--- src/rtl/reg_file_sb.sv ---
// Integer register file with write-through bypass and a per-register pending-write scoreboard.
// Register 0 reads as zero; out-of-range indices read as zero and ignore writes and claims.
module reg_file_sb #(
    parameter int          DATA_W   = 32,
    parameter int          NUM_REGS = 32,
    parameter int          NUM_RD   = 2,
    parameter int          SP_IDX   = 29,
    parameter logic [31:0] SP_INIT  = 32'h0000FFFF,
    parameter int          DBG_IDX  = 31,
    localparam int         AW       = $clog2(NUM_REGS)
) (
    input  logic                     clk,
    input  logic                     rst,
    input  logic [NUM_RD*AW-1:0]     rd_sel,
    output logic [NUM_RD*DATA_W-1:0] rd_val,
    output logic [NUM_RD-1:0]        rd_busy,
    input  logic                     wr_en,
    input  logic [AW-1:0]            wr_sel,
    input  logic [DATA_W-1:0]        wr_val,
    input  logic                     claim_en,
    input  logic [AW-1:0]            claim_sel,
    output logic [NUM_REGS-1:0]      busy_vec,
    output logic [DATA_W-1:0]        dbg_val
);

    localparam logic [31:0]       NREGS  = 32'(NUM_REGS);
    localparam logic [DATA_W-1:0] SP_RST = DATA_W'(SP_INIT);

    logic [DATA_W-1:0]   regs [NUM_REGS];
    logic [NUM_REGS-1:0] busy;
    logic [NUM_REGS-1:0] busy_nxt;
    logic                wr_hit;
    logic                claim_hit;

    // True for an index that names a real, writable register.
    function automatic logic idx_ok(input logic [AW-1:0] idx);
        return (idx != '0) && (32'(idx) < NREGS);
    endfunction

    assign wr_hit    = wr_en && idx_ok(wr_sel);
    assign claim_hit = claim_en && idx_ok(claim_sel);

    always_ff @(posedge clk or posedge rst) begin
        if (rst) begin
            for (int i = 0; i < NUM_REGS; i++) begin
                regs[i] <= (i == SP_IDX && i != 0) ? SP_RST : '0;
            end
        end else if (wr_hit) begin
            regs[wr_sel] <= wr_val;
        end
    end

    // A claim overrides a same-cycle writeback: a newer producer now owns the register.
    always_comb begin
        busy_nxt = busy;
        if (wr_hit) begin
            busy_nxt[wr_sel] = 1'b0;
        end
        if (claim_hit) begin
            busy_nxt[claim_sel] = 1'b1;
        end
        busy_nxt[0] = 1'b0;
    end

    always_ff @(posedge clk or posedge rst) begin
        if (rst) begin
            busy <= '0;
        end else begin
            busy <= busy_nxt;
        end
    end

    assign busy_vec = busy;

    for (genvar g = 0; g < NUM_RD; g++) begin : g_rd
        logic [AW-1:0] s;
        logic          ok;
        logic          byp;

        assign s   = rd_sel[g*AW +: AW];
        assign ok  = idx_ok(s);
        assign byp = wr_en && (wr_sel == s);
        assign rd_val[g*DATA_W +: DATA_W] = !ok ? '0 : (byp ? wr_val : regs[s]);
        assign rd_busy[g] = ok && busy[s] && !byp;
    end

    if (DBG_IDX >= 0 && DBG_IDX < NUM_REGS) begin : g_dbg
        assign dbg_val = regs[DBG_IDX];
    end else begin : g_dbg_none
        assign dbg_val = '0;
    end

endmodule

--- config.mk ---
export PLATFORM = sky130hd
export DESIGN_NAME = reg_file_sb
export DESIGN_NICKNAME = d
export VERILOG_FILES = /design/src/rtl/reg_file_sb.sv
export SDC_FILE = /design/constraint.sdc
export NUM_CORES = 2
export LEC_CHECK = 0
export CAP_MARGIN = 10
export CORE_MARGIN = 1
export CORE_UTILIZATION = 35
export DETAILED_ROUTE_END_ITERATION = 12
export GPL_TIMING_DRIVEN = 0
export PLACE_DENSITY = 0.47
export SLEW_MARGIN = 5
export SYNTH_ARGS = -nofsm -noshare
export SYNTH_HDL_FRONTEND = slang
export SYNTH_SLANG_ARGS = --single-unit
--- constraint.sdc ---
create_clock -name clk -period 49.5 [get_ports clk]
set_input_delay 7.425 -clock clk [delete_from_list [all_inputs] [get_ports clk]]
set_output_delay 7.425 -clock clk [all_outputs]
set_load 0.05 [all_outputs]
[Word-level counts from Yosys, hierarchy flattened]
Index checks and enable logic that the tools add are counted.
Storage, ports and cells
  memory bits (read-only): 0
  memory bits (writable): 0
  output and inout bits: 130
  memories kept: 0
  bits in latches: 0
  register bits: 1055
Operators by class
  $lt $le $gt $ge: 10
  bitwise operators: 6
  add/sub/neg operators: 0
  multiply operators: 0
  reductions and logical operators: 17
  mux-type cells: 23
  divide/modulo/power cells: 0
  equal/unequal tests: 2
  shifts and indexed selects: 0
Operator list (number)
  $bwmux 1024: 1
  $mux 32: 11
  $bmux 32 s5: 2
  $demux 32 s5: 1
  $and 32x32->32: 1
  $not 32->32: 1
  $or 32x32->32: 1
  $lt 5x6->1 const B: 4
  $reduce_bool 5->1: 4
  $ge 6x6->1 const B: 3
  $not 5->6: 3
  $logic_and 1x1->1: 11
  $bmux 1 s5: 2
  $demux 1 s5: 2
  $eq 5x5->1: 2
  $ge 5x1->1 const B: 2
  $lt 6x1->1 const B: 1
  $mux 1: 4
  $logic_not 1->1: 2

[Longest topological paths before layout]
  word-level depth: 9
  gate-level depth with buffers: 9

[Least setup slack after synthesis]
No wires, ideal clock.
  path kind: input port to output port
  start: input rd_sel[0]
  end: output rd_val[28]
  buffers on the path: 3
  data arrival time: 9683 ps
  stages: 7
  data required time: 42075 ps
  path slack: 32392 ps
  cell sequence: buf_2 > buf_4 > nand3b_1 > a21boi_1 > buf_2 > o221ai_1 > o21ai_0
On the way
  word-level cells in the longest chain between the ends: 6
  elaborated cells on any way between the ends: 9
  classes of those cells: 1 x eq/ne; 5 x mux; 1 x bitwise; 2 x reduce/logical
RTL lines
  from (decl): RTL line 14  | input logic [NUM_RD*AW-1:0] rd_sel,
  $not 5->6 (not written as such): RTL line 83  | assign rd_val[g*DATA_W +: DATA_W] = !ok ? '0 : (byp ? wr_val : regs[s]);
  $bmux 32 s5: RTL line 83
  $mux 32 (not written as such) (2 in series): RTL line 83
  $mux 32: RTL line 83
  $mux 32 (*): RTL line 83
  to (decl): RTL line 15  | output logic [NUM_RD*DATA_W-1:0] rd_val,
Mark *: on every way between the ends. The rest lies on a longest branch, timed or not. The select of a mux whose other input is x is not followed.

[Worst setup path after layout]
  start: input rd_sel[9]
  end: output rd_val[60]
Same word-level chain as after synthesis.

==> out/results.ini <==
[critical_path]
critPathCaptureType=primary output
r2r-start=busy_vec[1]
cp-start-kind=input pin
crit_chain=clkdlybuf4s50_1 > nor2_1 > nand2_1 > clkbuf_1 > o22ai_1 > a211o_1 > o2bb2ai_1 > clkdlybuf4s50_1
crit_top_cell=clkdlybuf4s50_1
crit_type=input pin to primary output
slowest_delay_ns=0.95
reg2reg_depth=1
critical_path_required_ns=42.08
crit_fanout=10
crit_slowest_cell=clkdlybuf4s50_1
cp.arrival_ns=12.51
regToRegEndpoint=busy_vec[1]
rrSetupSlack_ns=48.48

[sta]
hold_viol_final=0
whs_ns=0.479
min_period_over_period=0.403
skew_ns=0
max_freq_mhz=50.2
setup_viol=0
worst_slew_pin_slew_ns=1.42
slew_viol_final=0
slew_headroom=0.0507
rsz0062_at_grt=false
fin_crit_ns=19.93

[global_routing]
overflow=0
antenna_found_initial=16
track_usage=0.307
grt_first_pass_wirelength_mm=349
grt_pass1_vias=39598
grt_max_degree=117

[layout]
fillers=15397
postLayoutCellArea_sq_um=66600
nNetsFinal=4426
drive_gt1_frac=0.424
syn_to_final_growth_pct=15.9
seq_area_sq_um=26400
fin_cells=6663
multi_input_area_sq_um=28700

[clocking]
holdBufCountCts=0
cts_buffers=130
cts_tree=built
clk_pin_slew_worst_paths_ns=0.06
insertion_delay_ns=0.79
cts-resized-gates=0
cts_setup_buffers=0
cts_max_level=4
clkSinkCount=1055
clockRootBuffer=clkbuf_16
cts.path.max_buffers=3

[drt]
antenna_left=0
viasPerCell=6.11
drt-total-wl_mm=257
vias=40722
wl_per_cell_um=38.5
drt_iter0_drc=4871
drc_errors=0
first_pass_iters=6

[pwr]
power_density_nw_per_um2=42.9
power.total_mw=2.86
p_leak_nw=29.0
vdd_ir_drop_max_uv=39.1

[floorplan]
num_io_pins=186
dieWidth_um=407
die_h_um=407
rows=148
core_area_sq_um=163000
dieArea_sq_um=166000
start_util=0.353

[placed_design]
gp_congestion=0.978
hpwl_mm=190
placed_area_sq_um=62300
dp.cells=6413
port_buffers=174

[run_status]
status=completed

[min_path]
hold_end=regs[1019]
worstHoldPathType=flip-flop to flip-flop
hold_path.startpoint=regs[1019]
hold_depth=1

[synth]
synthFlopType=dfrtp_1
synth_cell_types=57
syn_nets=4108
synth-seq-cells=1055
ys_seq_area_frac=0.460
syn_area_per_cell_sq_um=14.2
syn-cell-area_sq_um=57500
syn_inst=4052
ys_warn_count=0
ys_async_sr_fraction=1.00
synth_edf_count=0

[run]
drv_cap=0

## worst max path at each step
stage / from / to / slack (ns)
after CTS: rd_sel[0] / rd_val[28] / 29.77
after global placement: rst / regs[906] / -3.17
after floorplan: rst / busy_vec[10] / 12.41
after global routing: rd_sel[9] / rd_val[60] / 29.50
final: rd_sel[9] / rd_val[60] / 29.57
after detailed placement: rd_sel[0] / rd_busy[0] / 29.78
## where the power goes
| group | total, mW | internal (mW) | switching [mW] |
|---|---|---|---|
| clock | 0.979 | 0.569 | 0.410 |
| combinational | 0.716 | 0.344 | 0.372 |
| sequential | 1.17 | 1.03 | 0.135 |
| total | 2.86 | 1.94 | 0.918 |
## worst max-delay path: cells and delay by family
kind / cells / cell delay, ns
AOI/OAI and AO/OA: 3 / 1.54
buffers and inverters: 3 / 2.55
and+or+nand+nor: 2 / 0.97
## synthesized netlist by cell type, drive strengths merged (2+ instances only)
master   number  share of area
a211o        24         0.0037
a21oi        46         0.0040
a221oi        4        0.00061
a22o         25         0.0038
a22oi       123          0.016
a31oi         2        0.00022
a32o         30         0.0052
and2          6        0.00065
and3          3        0.00033
buf         263          0.026
clkbuf      221          0.014
dfrtp      1039           0.45
dfstp        16         0.0073
inv           3        0.00020
mux2       1046           0.21
mux2i       380          0.066
mux4        374           0.15
nand2        96         0.0063
nand2b       12         0.0013
nand3        13         0.0011
nand3b        7        0.00091
nand4        33         0.0036
nand4b        4        0.00061
nor2         56         0.0038
nor2b        18         0.0020
nor3         11         0.0010
nor3b         4        0.00052
o211ai       28         0.0037
o21ai        32         0.0028
o22ai        78         0.0085
o2bb2ai      24         0.0037
or2           5        0.00054
or3           4        0.00044
xnor2         6        0.00091
xor2          4        0.00061
## final cells by class
class,count,share of cell area
inverter,3,0.000282
multi-input combinational,2510,0.432
buffer,484,0.0347
tap,2175,0.0409
antenna,12,0.000451
timing repair buffer,186,0.0309
clock buffer,189,0.0573
clock inverter,49,0.00712
sequential,1055,0.397
## metrics by stage
step	utilization	setup WS [ns]	setup TNS [ns]
after floorplan	-	12.41	0
after global placement	0.380	-3.17	-2997.33
after detailed placement	0.382	29.78	0
after CTS	0.408	29.77	0
after global routing	0.408	29.50	0
final	0.409	29.57	0
## cell usage in the layout (no fill, tap or decap), types with 32 or more instances in the layout
| cell type | Yosys | routed |
|---|---|---|
| dfrtp_1 | 1039 | 1039 |
| buf_4 | 52 | 52 |
| clkbuf_8 | 0 | 32 |
| a22oi_1 | 123 | 123 |
| nor2_1 | 55 | 55 |
| mux2_2 | 988 | 988 |
| o22ai_1 | 78 | 78 |
| buf_1 | 35 | 35 |
| buf_2 | 164 | 164 |
| nand4_1 | 33 | 33 |
| a21oi_1 | 46 | 46 |
| clkdlybuf4s50_1 | 0 | 174 |
| nand2_1 | 96 | 96 |
| mux4_2 | 374 | 374 |
| clkbuf_1 | 221 | 245 |
| clkbuf_16 | 0 | 131 |
| mux2i_1 | 380 | 380 |
| mux2_4 | 58 | 58 |
## metal layers
metal,vias to the layer above,wire length (um),GRT usage
met5,-,234,0
met4,14,10200,0.111
li1,16175,-,-
met2,1958,110000,0.440
met3,384,23800,0.0812
met1,22191,113000,0.442
## cells by family after synthesis
logic type | after synthesis | synth area share
other | 1 | 0.0000652
buffers and inverters | 487 | 0.0403
DFF | 1055 | 0.460
xor gates and xnor gates | 10 | 0.00152
muxes | 1800 | 0.421
and+or+nand+nor | 274 | 0.0234
AOI/OAI and AO/OA | 425 | 0.0536
## flip-flops by register name, summed over array words and instances (netlist names)
register  cells
regs        992
busy_vec     31
dbg_val      32
No activity file was read; power rests on OpenSTA's default activity.
